[src/rtl/a4092_pkg.sv]
// Shared types and defaults for the A4092 53C710 slave-access path.
package a4092_pkg;

  localparam int unsigned TIMEOUT_CYC_DEF = 64;
  localparam int unsigned SYNC_STAGES_DEF = 2;

  typedef enum logic [2:0] {
    StIdle,
    StWaitSterm,
    StLatch,
    StAck,
    StTout
  } slave_state_e;

endpackage

[src/rtl/sync_ff.sv]
// Multi-stage synchronizer for an asynchronous active-low strobe; resets to the inactive level (1).
module sync_ff #(
  parameter int unsigned Depth = 2
) (
  input  logic clk_i,
  input  logic rst_ni,
  input  logic d_i,
  output logic q_o
);

  logic [Depth-1:0] sync_q;

  always_ff @(posedge clk_i or negedge rst_ni) begin
    if (!rst_ni) begin
      sync_q <= '1;
    end else begin
      sync_q <= (sync_q << 1) | Depth'(d_i);
    end
  end

  assign q_o = sync_q[Depth-1];

endmodule

[src/rtl/scsi_slave_term.sv]
// Terminates Zorro III slave cycles to the 53C710: waits for STERM, pulses the read latch,
// drives DTACK, or raises BERR on timeout.
module scsi_slave_term
  import a4092_pkg::*;
#(
  parameter int unsigned TIMEOUT_CYC = TIMEOUT_CYC_DEF,
  parameter int unsigned SYNC_STAGES = SYNC_STAGES_DEF
) (
  input  logic CLKI,
  input  logic IORST_n,
  input  logic FCS_n,
  input  logic slave_cycle,
  input  logic SCSI_AS_n,
  input  logic SCSI_STERM_n,
  input  logic READ,
  output logic DTACK_n,
  output logic BERR_n,
  output logic D_LE,
  output logic slave_busy
);

  localparam int unsigned CntW = (TIMEOUT_CYC > 1) ? $clog2(TIMEOUT_CYC) : 1;
  localparam logic [CntW-1:0] CntMax = CntW'(TIMEOUT_CYC - 1);

  logic sterm_s, fcs_s;

  sync_ff #(.Depth(SYNC_STAGES)) u_sync_sterm (
    .clk_i (CLKI),
    .rst_ni(IORST_n),
    .d_i   (SCSI_STERM_n),
    .q_o   (sterm_s)
  );

  sync_ff #(.Depth(SYNC_STAGES)) u_sync_fcs (
    .clk_i (CLKI),
    .rst_ni(IORST_n),
    .d_i   (FCS_n),
    .q_o   (fcs_s)
  );

  slave_state_e    state_q;
  logic [CntW-1:0] cnt_q;
  logic            armed_q;
  logic            dtack_n_q, berr_n_q, d_le_q, busy_q;

  // armed_q blocks a restart until IDLE has seen the bus idle (FCS and AS both high),
  // so a stale AS left low after a cycle or a reset cannot retrigger.
  always_ff @(posedge CLKI or negedge IORST_n) begin
    if (!IORST_n) begin
      state_q   <= StIdle;
      cnt_q     <= '0;
      armed_q   <= 1'b0;
      dtack_n_q <= 1'b1;
      berr_n_q  <= 1'b1;
      d_le_q    <= 1'b0;
      busy_q    <= 1'b0;
    end else begin
      d_le_q <= 1'b0;
      case (state_q)
        StIdle: begin
          if (fcs_s && SCSI_AS_n) armed_q <= 1'b1;
          if (armed_q && !SCSI_AS_n && slave_cycle && !fcs_s) begin
            state_q <= StWaitSterm;
            cnt_q   <= '0;
            busy_q  <= 1'b1;
          end
        end
        StWaitSterm: begin
          // Priority: abort, then STERM, then timeout.
          if (fcs_s || !slave_cycle) begin
            state_q <= StIdle;
            busy_q  <= 1'b0;
          end else if (!sterm_s) begin
            if (READ) begin
              state_q <= StLatch;
              d_le_q  <= 1'b1;
            end else begin
              state_q   <= StAck;
              dtack_n_q <= 1'b0;
            end
          end else if (cnt_q == CntMax) begin
            state_q  <= StTout;
            berr_n_q <= 1'b0;
          end else begin
            cnt_q <= cnt_q + CntW'(1);
          end
        end
        StLatch: begin
          state_q   <= StAck;
          dtack_n_q <= 1'b0;
        end
        StAck: begin
          if (fcs_s) begin
            state_q   <= StIdle;
            dtack_n_q <= 1'b1;
            busy_q    <= 1'b0;
            armed_q   <= 1'b0;
          end
        end
        StTout: begin
          if (fcs_s) begin
            state_q  <= StIdle;
            berr_n_q <= 1'b1;
            busy_q   <= 1'b0;
            armed_q  <= 1'b0;
          end
        end
        default: begin
          state_q   <= StIdle;
          dtack_n_q <= 1'b1;
          berr_n_q  <= 1'b1;
          busy_q    <= 1'b0;
        end
      endcase
    end
  end

  assign DTACK_n    = dtack_n_q;
  assign BERR_n     = berr_n_q;
  assign D_LE       = d_le_q;
  assign slave_busy = busy_q;

endmodule
[config.mk]
export PLATFORM = sky130hd
export DESIGN_NAME = scsi_slave_term
export DESIGN_NICKNAME = d
export VERILOG_FILES = /design/src/rtl/a4092_pkg.sv /design/src/rtl/sync_ff.sv /design/src/rtl/scsi_slave_term.sv
export SDC_FILE = /design/constraint.sdc
export NUM_CORES = 1
export LEC_CHECK = 0
export BUFFER_PORTS_ARGS = -buffer_cell sky130_fd_sc_hd__buf_2
export CORE_MARGIN = 3
export CORE_UTILIZATION = 29
export DETAILED_ROUTE_END_ITERATION = 6
export SLEW_MARGIN = 10
export SYNTH_ARGS = -nofsm -noshare
export SYNTH_HDL_FRONTEND = slang
export SYNTH_SLANG_ARGS = --single-unit
[constraint.sdc]
create_clock -name CLKI -period 1.74 [get_ports CLKI]
set_input_delay 0.348 -clock CLKI [delete_from_list [all_inputs] [get_ports CLKI]]
set_output_delay 0.348 -clock CLKI [all_outputs]
set_load 0.01 [all_outputs]
# --- Word level (Yosys, flattened, before mapping) ---
# Index checks and enable logic that the tools add are counted.
totals:
  reg_bits: 18
  out_inout_bits: 4
op_classes:
  add_sub_neg: 1
  n_eq_ne: 18
  n_mux: 31
  bitwise: 5
  n_reduce_logical: 20
ops:
  columns: ["op", "count"]
  rows:
  - ["6-bit 2-to-1 mux", 4]
  - ["1-bit 2-to-1 mux", 16]
  - ["2-bit != test, second input constant", 8]
  - ["3-bit 2-to-1 mux", 5]
  - ["5-bit AND reduction", 3]
  - ["3-bit case mux with 4 select lines", 1]
  - ["6-bit case mux with 2 select lines", 1]
  - ["2-bit by 1-bit != test with 1-bit output, second input constant", 4]
  - ["1-bit case mux with 4 select lines", 2]
  - ["6-bit by 1-bit adder with 6-bit output, second input constant", 1]
  - ["3-bit by 2-bit == test with 1-bit output, second input constant", 2]
  - ["6-bit == test, second input constant", 1]
  - ["3-bit AND reduction", 2]
  - ["1-bit logical AND", 4]
  - ["4-bit != test, second input constant", 1]
  - ["2-bit by 1-bit OR with 2-bit output", 2]
  - ["4-bit AND reduction", 1]
  - ["2-bit nonzero test", 2]
  - ["2-bit OR reduction", 2]
  - ["3-bit by 1-bit == test with 1-bit output, second input constant", 1]
  - ["3-bit == test, second input constant", 1]
  - ["1-bit zero test", 3]
  - ["3-bit zero test", 1]
  - ["1-bit NOT", 3]
  - ["other kinds (4)", 4]

# --- Logic depth before layout (Yosys ltp) ---
# Gate-level depths: netlist of the first run.
logic_depth:
  depth_word: 6
  depth_mapped: 5

# --- Cells and area by module ---
# A second synthesis of the first run with hierarchy kept.
unflattened:
  cells_unflattened: 93
  hier_area_um2: 973.4
by_module_without_submodules:
  columns: ["module", "instances", "cells_per_inst", "area_per_inst_um2"]
  rows:
  - ["scsi_slave_term", 1, 89, 868.3]
  - ["sync_ff", 2, 2, 52.6]

# --- Worst setup path after synthesis of the first run ---
# No wires, ideal clock.
synth_timing:
  path_kind: "register -> register"
  start: "register cnt_q[0]"
  end: "register cnt_q[0]"
  setup_time_ns: 0.125
  arrival_ns: 1.473
  t_required_ns: 1.615
  slack_ns: 0.142
  path_stages_with_launch: 6
  path_buffers: 0
  synth_period_minus_slack_ns: 1.598
  path_cell_list: "dfrtp_1 > ha_1 > and3_1 > and3_1 > o22a_1 > mux2_4"
synth_between:
  elab_chain_cells: 5
  elab_cells_between_ends: 8
  cone_classes: "1 x add/sub; 2 x eq/ne; 4 x mux; 1 x reduce/logical"
synth_rtl:
  columns: ["item", "line_no", "rtl"]
  rows:
  - ["start: declaration", "scsi_slave_term.sv:42", "logic [CntW-1:0] cnt_q;"]
  - ["start signal: assignment", "scsi_slave_term.sv:85", "cnt_q <= cnt_q + CntW'(1);"]
  - ["6-bit by 1-bit adder with 6-bit output", "scsi_slave_term.sv:85", null]
  - ["6-bit 2-to-1 mux", "scsi_slave_term.sv:81", "end else if (cnt_q == CntMax) begin"]
  - ["6-bit 2-to-1 mux", "scsi_slave_term.sv:73", "end else if (!sterm_s) begin"]
  - ["6-bit 2-to-1 mux", "scsi_slave_term.sv:70", "if (fcs_s || !slave_cycle) begin"]
  - ["6-bit case mux with 2 select lines", "scsi_slave_term.sv:59", "case (state_q)"]
# Several ways; a longest one is shown, not always the timed one. The select of a mux whose other input is x is not followed.
# A chain may end at the register's enable or synchronous reset.

# --- Final worst setup path of the first run ---
# Same ends and word-level chain as after synthesis.

==> results of run 1 <==
## kinds of logic after synthesis
group	Yosys count	synth area share
AOI/OAI and AO/OA	29	0.2439
and+or+nand+nor	26	0.1873
DFF	18	0.4933
buffers and inverters	6	0.03504
muxes	2	0.02695
adders and majority gates	1	0.01347
## layout make-up
type | count | area share
flip-flops and latches | 18 | 0.4154
well taps | 42 | 0.04767
inverters | 3 | 0.01022
repair buffers | 17 | 0.09535
multi-input cells | 58 | 0.3984
clock buffers | 4 | 0.03292
## final timing paths
check,startpoint,endpoint,cells after the start
max in group asynchronous,IORST_n,u_sync_sterm.sync_q[0],2
min in group asynchronous,IORST_n,armed_q,2
hold / removal,FCS_n,u_sync_fcs.sync_q[0],1
hold reg to reg,u_sync_fcs.sync_q[0],u_sync_fcs.sync_q[1],0
setup reg to reg,cnt_q[0],cnt_q[0],5
setup / recovery,cnt_q[0],cnt_q[0],5
## registers in the layout (all words and copies together) (netlist names)
signal and count:
DTACK_n 1, slave_busy 1, cnt_q 6, u_sync_fcs.sync_q 2, BERR_n 1, D_LE 1, state_q 3, u_sync_sterm.sync_q 2
armed_q 1
## stage by stage
step | hold WS [ns] | power, mW
final | 0.1359 | 1.470
after CTS | 0.1270 | 1.470
after floorplan | 0.05241 | 1.061
after detailed placement | 0.3043 | 1.202
after global placement | 0.3028 | 1.194
after global routing | 0.1173 | 1.587
## timing repair
item                                    in CTS  in global routing
hold buffers                                 1                  0
hold endpoints to repair                    12                  0
resized for setup                            0                  1
endpoints found under the setup margin       0                  1
setup buffers                                0                  1
## routing by layer
| metal | vias up | global-route usage |
|---|---|---|
| li1 | 347 | - |
| met1 | 343 | 0.1384 |
| met2 | 10 | 0.1425 |
| met3 | 4 | 0.03237 |
| met4 | 0 | 0.07163 |
| met5 | - | 0 |
## power by group through the flow
| stage | sequential (mW) | combinational [mW] | clock, mW |
|---|---|---|---|
| 2_1_floorplan | 0.633 | 0.429 | 0 |
| 3_3_place_gp | 0.659 | 0.535 | 0 |
| 3_5_place_dp | 0.662 | 0.540 | 0 |
| 4_1_cts | 0.654 | 0.545 | 0.270 |
| 5_1_grt | 0.674 | 0.627 | 0.286 |
| 6_report | 0.652 | 0.558 | 0.260 |
## layout by cell type, fill, tap and decap left out, drive strengths merged, types with 2 or more instances in the layout
cell type,count
a21o,3
a22oi,3
a31oi,2
and3,4
buf,16
clkbuf,4
dfrtp,12
dfstp,6
inv,3
nand2,6
nand3,3
nor2,4
nor2b,2
nor3b,2
o211ai,2
o21ai,3
o31ai,2
or2,2
## cell usage after synthesis (all sizes together) (2+ instances only)
master,number
a31oi,2
inv,3
or2,2
nor2b,2
and3,4
nand3,3
o31ai,2
a22oi,3
o21ai,3
buf,3
a21o,3
o211ai,2
dfstp,6
nand2,6
nor3b,2
dfrtp,12
nor2,4
## worst register-to-register path: stages (launching register included)
cell     delay (ns)
dfrtp_1        0.41
ha_1           0.21
and3_1         0.21
and3_1         0.21
o22a_2         0.25
mux2_4         0.27
==> impl_metrics.yaml, run 1 <==
floorplanning:
  die_h_um: 62.58
  design.die.area_um2: 3916
  num_rows: 19
  ios: 11
  core_area_um2: 2900
  start_util: 0.3201
  die_w_um: 62.58
grt:
  grt_pass1_vias: 713
  grt_pass1_wl_um: 3215
  grt_usage: 0.1042
  grt_remaining_overflow: 0
  grt_max_degree: 19
  antenna_found_initial: 0
setup_path:
  critPathLaunchType: "flip-flop"
  end_kind: "flip-flop"
  crit_type: "flip-flop to flip-flop"
  crit_path_frequent_cell: "and3_1"
  max_stage_delay_ns: 0.41
  worst-path-buf-inv: 0
  r2r_slack_ns: 0.08
  crit_chain: "ha_1, and3_1, and3_1, o22a_2, mux2_4"
  cp_data_required_time_ns: 1.93
  slowest_stage: "dfrtp_1"
  cp_max_fo: 6
  cp_top_family: "simple AND/OR/NAND/NOR gates"
  arrival_ns: 1.85
power_and_ir_drop:
  p_clk_frac: 0.177
  p_per_area_nw_per_um2: 1334
  power_frac_comb: 0.379
  peakVddDrop_v: 0.0006012
  leakagePower_nw: 0.4761
  power_frac_seq: 0.444
  p_int_mw: 0.9704
  switching_share: 0.3400
  netSwitchingPower_mw: 0.4999
clock_network:
  root_buffer: "clkbuf_4"
  clk_latency_ns: 0.29
  cts_buffer_depth: 2
  cts_max_level: 1
  cts.reportedPaths.clkPinSlew_ns: 0.10
  cts.sinks: 18
  cts_buffers: 3
  cts_tree: "done"
synth:
  syn_avg_cell_area_um2: 11.32
  synth_flop_cell: "dfrtp_1"
  synth_edf_count: 0
  ys_ff_latch: 18
  synth_area_um2: 928.4
  synth_seq_area_share: 0.4933
  yosys.area.top_type: "dfrtp_1"
  synth_fp_nets: 90
  synth_cell_type_count: 41
  postSynthCellCount: 82
  async_flop_share: 1.000
  yosys_warnings: 0
  netlist.area_leader.share: 0.3235
  ys_top_cells_by_area: "dfrtp_1 (32%), dfstp_2 (17%), nor3b_4 (4.0%)"
sta:
  post-route-period-util: 0.9527
  slew_headroom: 0.7308
  tns_ns: 0
  rsz0062_at_grt: "false"
  slew_viol_final: 0
  layout_setup_ws_ns: 0.08227
  setup_viol: 0
  fmax_ghz: 0.6032
  fin_crit_ns: 1.658
  tightest_slew_ns: 0.4037
  hold_viol: 0
  skew_ns: 0.001366
cells_and_area:
  layout-drive-gt1-share: 0.3300
  area_growth_pct: 18.73
  post-route-util: 0.3801
  final_cell_count_no_fill: 142
  fin_area_um2: 1102
  multi_input_area_um2: 439.2
  fin_nets: 109
  nFillCells: 305
  regArea_um2: 457.9
  diodes: 0
placed_design:
  port_buffers: 10
  dpl-instance-area_um2: 1047
  dp_hpwl_um: 1365
  dp_slack_ns: 0.05000
  gp_congestion: 0.8232
  dp.cells: 136
drt:
  drt_iter0_markers: 14
  wire_per_inst_um: 12.81
  remaining_drc_errors: 0
  wl_met3_um: 62
  firstDrtPassIters: 4
  routed_wl_um: 1819
  num_vias: 704
  ant_nets: 0
  routed.top_layer: "met4"
  met2_length_um: 812
  viasPerCell: 4.958
  wl_met1_um: 897
run_status:
  outcome: "finished, final reports clean"
min_path:
  min_path_type: "primary input to flip-flop"
job:
  maxCapViolations: 0
(Power assumes the default switching activity.)
==> run 2: changes to the inputs <==
--- a/config.mk
+++ b/config.mk
@@ -9,6 +9,7 @@
 export CORE_MARGIN = 3
 export CORE_UTILIZATION = 29
 export DETAILED_ROUTE_END_ITERATION = 6
+export SETUP_SLACK_MARGIN = 0.3
 export SLEW_MARGIN = 10
 export SYNTH_ARGS = -nofsm -noshare
 export SYNTH_HDL_FRONTEND = slang
==> run 2 against run 1 <==
Worst setup slack improved by 0.13 ns. Largest power group is now combinational cells. Sequential cell count stayed put. Critical path depth did not move. Fmax grew 8.2%. Final cell count grew 6.3%. Hold slack improved by 0.013 ns. Sequential power barely moved. Count of clock-buffer cells in the layout did not move. Die area unchanged. Via count up 6.0%.
==> impl_metrics.yaml, run 2 (synthesized netlist as in run 1, its figures left out) <==
setup_path:
  end_kind: "flip-flop"
  critPathLaunchType: "flip-flop"
  critPathLaunch: "cnt_q[1]"
  worstReg2RegStart: "cnt_q[1]"
  cp_max_fo: 6
  reg2reg_to: "cnt_q[0]"
  r2r_slack_ns: 0.21
  arrival_ns: 1.73
  crit_type: "flip-flop to flip-flop"
  rr_worst_depth: 5
  cp_data_required_time_ns: 1.94
cells_and_area:
  post-route-util: 0.4142
  final_common_cell: "buf_4"
  nFillCells: 283
  layout-drive-gt1-share: 0.4495
  fin_area_um2: 1201
  final_cell_mix: "buf_4 (15), buf_2 (10), dfrtp_1 (9), dfstp_2 (6), nand2_1 (5)"
  fin_nets: 118
  top_regs: "cnt_q (6), state_q (3)"
  diodes: 0
  area_growth_pct: 29.38
  top_register: "cnt_q"
  largest_reg_flops: 6
placed_design:
  port_buffers: 10
  dp_hpwl_um: 1326
  gp_congestion: 0.8367
  dpl-instance-area_um2: 1045
sta:
  setup_viol: 0
  rsz0062_at_grt: "true"
  post-route-period-util: 0.8809
  fin_hold_ws_ns: 0.1492
  hold_viol: 0
  slew_headroom: 0.7356
  fmax_ghz: 0.6524
  fin_crit_ns: 1.533
  skew_ns: 0.01659
  slew_viol_final: 0
  tightest_slew_ns: 0.3966
  tns_ns: 0
floorplanning:
  ios: 11
  die_w_um: 62.58
  die_h_um: 62.58
  start_util: 0.3201
  core_area_um2: 2900
  design.die.area_um2: 3916
  num_rows: 19
drt:
  drt_iter0_markers: 16
  num_vias: 746
  routed_wl_um: 1944
  firstDrtPassIters: 4
  viasPerCell: 4.940
  wire_per_inst_um: 12.87
  ant_nets: 0
  remaining_drc_errors: 0
min_path:
  hold-path-cell-count: 1
  min_to: "u_sync_sterm.sync_q[0]"
  min_path_type: "primary input to flip-flop"
  hp-start: "SCSI_STERM_n"
job:
  maxCapViolations: 0
grt:
  antenna_found_initial: 0
  grt_pass1_wl_um: 3408
  grt_max_degree: 19
  grt_remaining_overflow: 0
  grt_usage: 0.1084
  grt_pass1_vias: 761
run_status:
  outcome: "finished, final reports clean"
clock_network:
  cts_max_level: 1
  cts_buffers: 3
  cts.sinks: 18
  cts.reportedPaths.clkPinSlew_ns: 0.11
  clk_latency_ns: 0.30
  cts_buffer_depth: 2
  cts_tree: "done"
  root_buffer: "clkbuf_4"
power_and_ir_drop:
  leakagePower_nw: 0.5168
  p_per_area_nw_per_um2: 1320
  peakVddDrop_v: 0.0005091
run 2: report_power, final:
group          switching, mW  leakage (nW)  total, mW  internal [mW]
clock                  0.132        0.0210      0.259          0.128
combinational          0.301         0.292      0.676          0.376
sequential             0.109         0.204      0.650          0.541
total                  0.541         0.517       1.59           1.04
run 2: timing repair:
action / 4_1_cts / 5_1_grt
cloned: 0 / 0
buffers inserted: 6 / 6
endpoints found under the hold margin: 12 / 0
endpoints found under the setup margin: 7 / 9
pin swaps: 3 / 5
hold buffers: 1 / 0
gates resized for setup: 4 / 3
run 2: final cells by class:
type                            instances  area (um2)  area share
Multi-Input combinational cell         58       466.7      0.3885
Sequential cell                        18       461.7      0.3844
Timing Repair Buffer                   26       172.7      0.1438
Tap cell                               42       52.55     0.04375
Clock buffer                            4       36.28     0.03021
Inverter                                3       11.26    0.009375
run 2: layer usage:
| layer | track usage | up-vias | wire length, um |
|---|---|---|---|
| met5 | 0 | - | 0 |
| met1 | 0.1460 | 361 | 950 |
| li1 | - | 368 | - |
| met4 | 0.02755 | 0 | 23 |
| met3 | 0.03777 | 2 | 73 |
| met2 | 0.1651 | 15 | 897 |
run 2: how the worst max path moves through the flow:
stage	depth (start not counted)	slack [ns]	endpoint
after floorplan	5	0.21	cnt_q[0]
after global placement	5	0.15	cnt_q[0]
after detailed placement	5	0.12	cnt_q[0]
after CTS	5	0.21	cnt_q[0]
after global routing	5	0.17	cnt_q[0]
final	5	0.21	cnt_q[0]
run 2: critical path, stage by stage, from the launching register on:
cell     delay, ns
dfrtp_1       0.41
ha_2          0.18
and3_4        0.18
and3_4        0.19
o22a_4        0.21
mux2_4        0.26
run 2: through the flow:
step	std cells	power [mW]	setup WS (ns)
4_1_cts	145	1.553	0.2055
5_1_grt	151	1.710	0.1672
6_report	151	1.586	0.2073
3_5_place_dp	134	1.200	0.1185
3_3_place_gp	134	1.191	0.1515
2_1_floorplan	82	1.071	0.2079
==> run 3: changes to the inputs <==
==> constraint.sdc (replaced) <==
create_clock -name CLKI -period 1.3 [get_ports CLKI]
set_input_delay 0.26 -clock CLKI [delete_from_list [all_inputs] [get_ports CLKI]]
set_output_delay 0.26 -clock CLKI [all_outputs]
set_load 0.01 [all_outputs]
==> run 3 against run 2 <==
The flow now finishes with violations (negative setup slack). Critical path depth did not move. Clock skew is 0.0047 ns lower. Fmax rose by 1.3%. Power is 61% higher. Sequential share of layout area shrank 6.2 points. Global-route usage rose by 1.8 points. Critical path type unchanged. Largest power group unchanged.
==> impl_metrics.yaml, run 3 (synthesized netlist as in run 1, its figures left out) <==
cells_and_area:
  nFillCells: 275
  top_regs: "cnt_q (6), state_q (3)"
  fin_nets: 135
  final_common_cell: "buf_4"
  top_register: "cnt_q"
  area_growth_pct: 54.04
  layout-drive-gt1-share: 0.6190
  largest_reg_flops: 6
  final_cell_mix: "buf_4 (26), dfrtp_1 (9), buf_2 (8), buf_6 (8), dfstp_2 (6)"
  diodes: 0
setup_path:
  crit_type: "flip-flop to flip-flop"
  rr_worst_depth: 5
  arrival_ns: 1.72
  cp_max_fo: 6
  crit_chain: "ha_2, and3_4, and3_4, o22a_4, mux2_4"
  critPathLaunchType: "flip-flop"
  crit_path_frequent_cell: "and3_4"
  max_stage_delay_ns: 0.40
  end_kind: "flip-flop"
  cp_data_required_time_ns: 1.51
  slowest_stage: "dfrtp_1"
power_and_ir_drop:
  leakagePower_nw: 0.6263
  p_per_area_nw_per_um2: 1781
  netSwitchingPower_mw: 0.8672
  p_int_mw: 1.680
  switching_share: 0.3404
  power_frac_seq: 0.340
  peakVddDrop_v: 0.001085
  power_frac_comb: 0.518
  p_clk_frac: 0.142
sta:
  slew_viol_final: 0
  tightest_slew_ns: 0.4060
  skew_ns: 0.01187
  post-route-period-util: 1.164
  setup_viol: 10
  slew_headroom: 0.7293
  tns_ns: -1.236
  hold_viol: 0
  fin_crit_ns: 1.513
  rsz0062_at_grt: "true"
  fmax_ghz: 0.6611
  layout_setup_ws_ns: -0.2126
grt:
  grt_usage: 0.1259
  grt_pass1_vias: 859
  antenna_found_initial: 0
  grt_max_degree: 19
  grt_pass1_wl_um: 3898
  grt_remaining_overflow: 0
placed_design:
  port_buffers: 10
  dp_hpwl_um: 1671
  dp_slack_ns: -0.2898
  gp_congestion: 0.7897
floorplanning:
  die_h_um: 62.58
  num_rows: 19
  design.die.area_um2: 3916
  ios: 11
  die_w_um: 62.58
  start_util: 0.3201
  core_area_um2: 2900
drt:
  ant_nets: 0
  drt_iter0_markers: 19
  viasPerCell: 4.863
  routed_wl_um: 2331
  wire_per_inst_um: 13.88
  num_vias: 817
  remaining_drc_errors: 0
  firstDrtPassIters: 4
clock_network:
  cts.sinks: 18
  clk_latency_ns: 0.31
  cts_buffer_depth: 2
  cts_buffers: 3
  cts_tree: "done"
  cts_max_level: 1
  cts.reportedPaths.clkPinSlew_ns: 0.11
  root_buffer: "clkbuf_4"
run_status:
  outcome: "finished, violations left"
  failed_checks: "negative setup slack"
job:
  maxCapViolations: 0
min_path:
  min_path_type: "primary input to flip-flop"
  hold-path-cell-count: 1
[run 3: cell count changes in the layout (fill, tap and decap cells not counted), sizes merged]
cell | previous run | this run
buf | 25 | 42
[run 3: final timing paths]
path | start | endpoint | slack (ns)
min in group asynchronous | IORST_n | state_q[0] | 0.39
worst max register to register | cnt_q[0] | cnt_q[0] | -0.21
worst max-delay path | cnt_q[0] | cnt_q[0] | -0.21
worst min-delay path | FCS_n | u_sync_fcs.sync_q[0] | 0.04
max in group asynchronous | IORST_n | u_sync_fcs.sync_q[1] | 0.58
worst min register to register | u_sync_fcs.sync_q[0] | u_sync_fcs.sync_q[1] | 0.36
[run 3: timing repair]
action / CTS / global route
endpoints found under the setup margin: 18 / 18
setup buffers: 3 / 4
pin swaps: 15 / 4
endpoints found under the hold margin: 12 / 0
resized for setup: 19 / 8
hold buffers: 1 / 0
cloned: 0 / 0
[run 3: routing by layer]
| metal | global-route usage | routed length, um | share of wire | vias up |
|---|---|---|---|---|
| met5 | 0 | 0 | 0 | - |
| met2 | 0.2051 | 1095 | 0.47 | 15 |
| met1 | 0.1588 | 1103 | 0.47 | 397 |
| met4 | 0.03306 | 38 | 0.016 | 0 |
| li1 | - | - | - | 399 |
| met3 | 0.04317 | 93 | 0.040 | 6 |
[run 3: worst max-delay path, delay by kind of cell, from the launching register on]
kind	cells	cell delay (ns)
flops	1	0.40
simple gates	2	0.34
mux	1	0.26
compound gates	1	0.21
fa+ha+maj	1	0.20
[run 3: area by class of cell]
| class | instances | area, um2 | area share |
|---|---|---|---|
| multi-input cells | 58 | 533.0 | 0.3727 |
| repair buffers | 43 | 335.3 | 0.2345 |
| clock buffers | 4 | 36.28 | 0.02537 |
| flip-flops and latches | 18 | 461.7 | 0.3228 |
| well taps | 42 | 52.55 | 0.03675 |
| inverters | 3 | 11.26 | 0.007874 |
[run 3: power by group through the flow]
| stage | registers (mW) | clock network, mW | logic (mW) |
|---|---|---|---|
| 2_1_floorplan | 0.853 | 0 | 0.625 |
| 3_3_place_gp | 0.851 | 0 | 0.995 |
| 3_5_place_dp | 0.853 | 0 | 1.02 |
| 4_1_cts | 0.850 | 0.372 | 1.19 |
| 5_1_grt | 0.887 | 0.396 | 1.44 |
| 6_report | 0.866 | 0.362 | 1.32 |
[run 3: through the flow]
step | cell area, um2 | instances | power [mW] | hold WS, ns | util
finish | 1430 | 168 | 2.548 | 0.04497 | 0.4931
global route | 1430 | 168 | 2.722 | 0.02276 | 0.4931
CTS | 1370 | 164 | 2.412 | 0.03612 | 0.4724
detailed placement | 1222 | 156 | 1.876 | 0.2187 | 0.4215
global placement | 1222 | 156 | 1.846 | 0.2082 | 0.4215
floorplan | 965.9 | 82 | 1.478 | -0.03559 | -
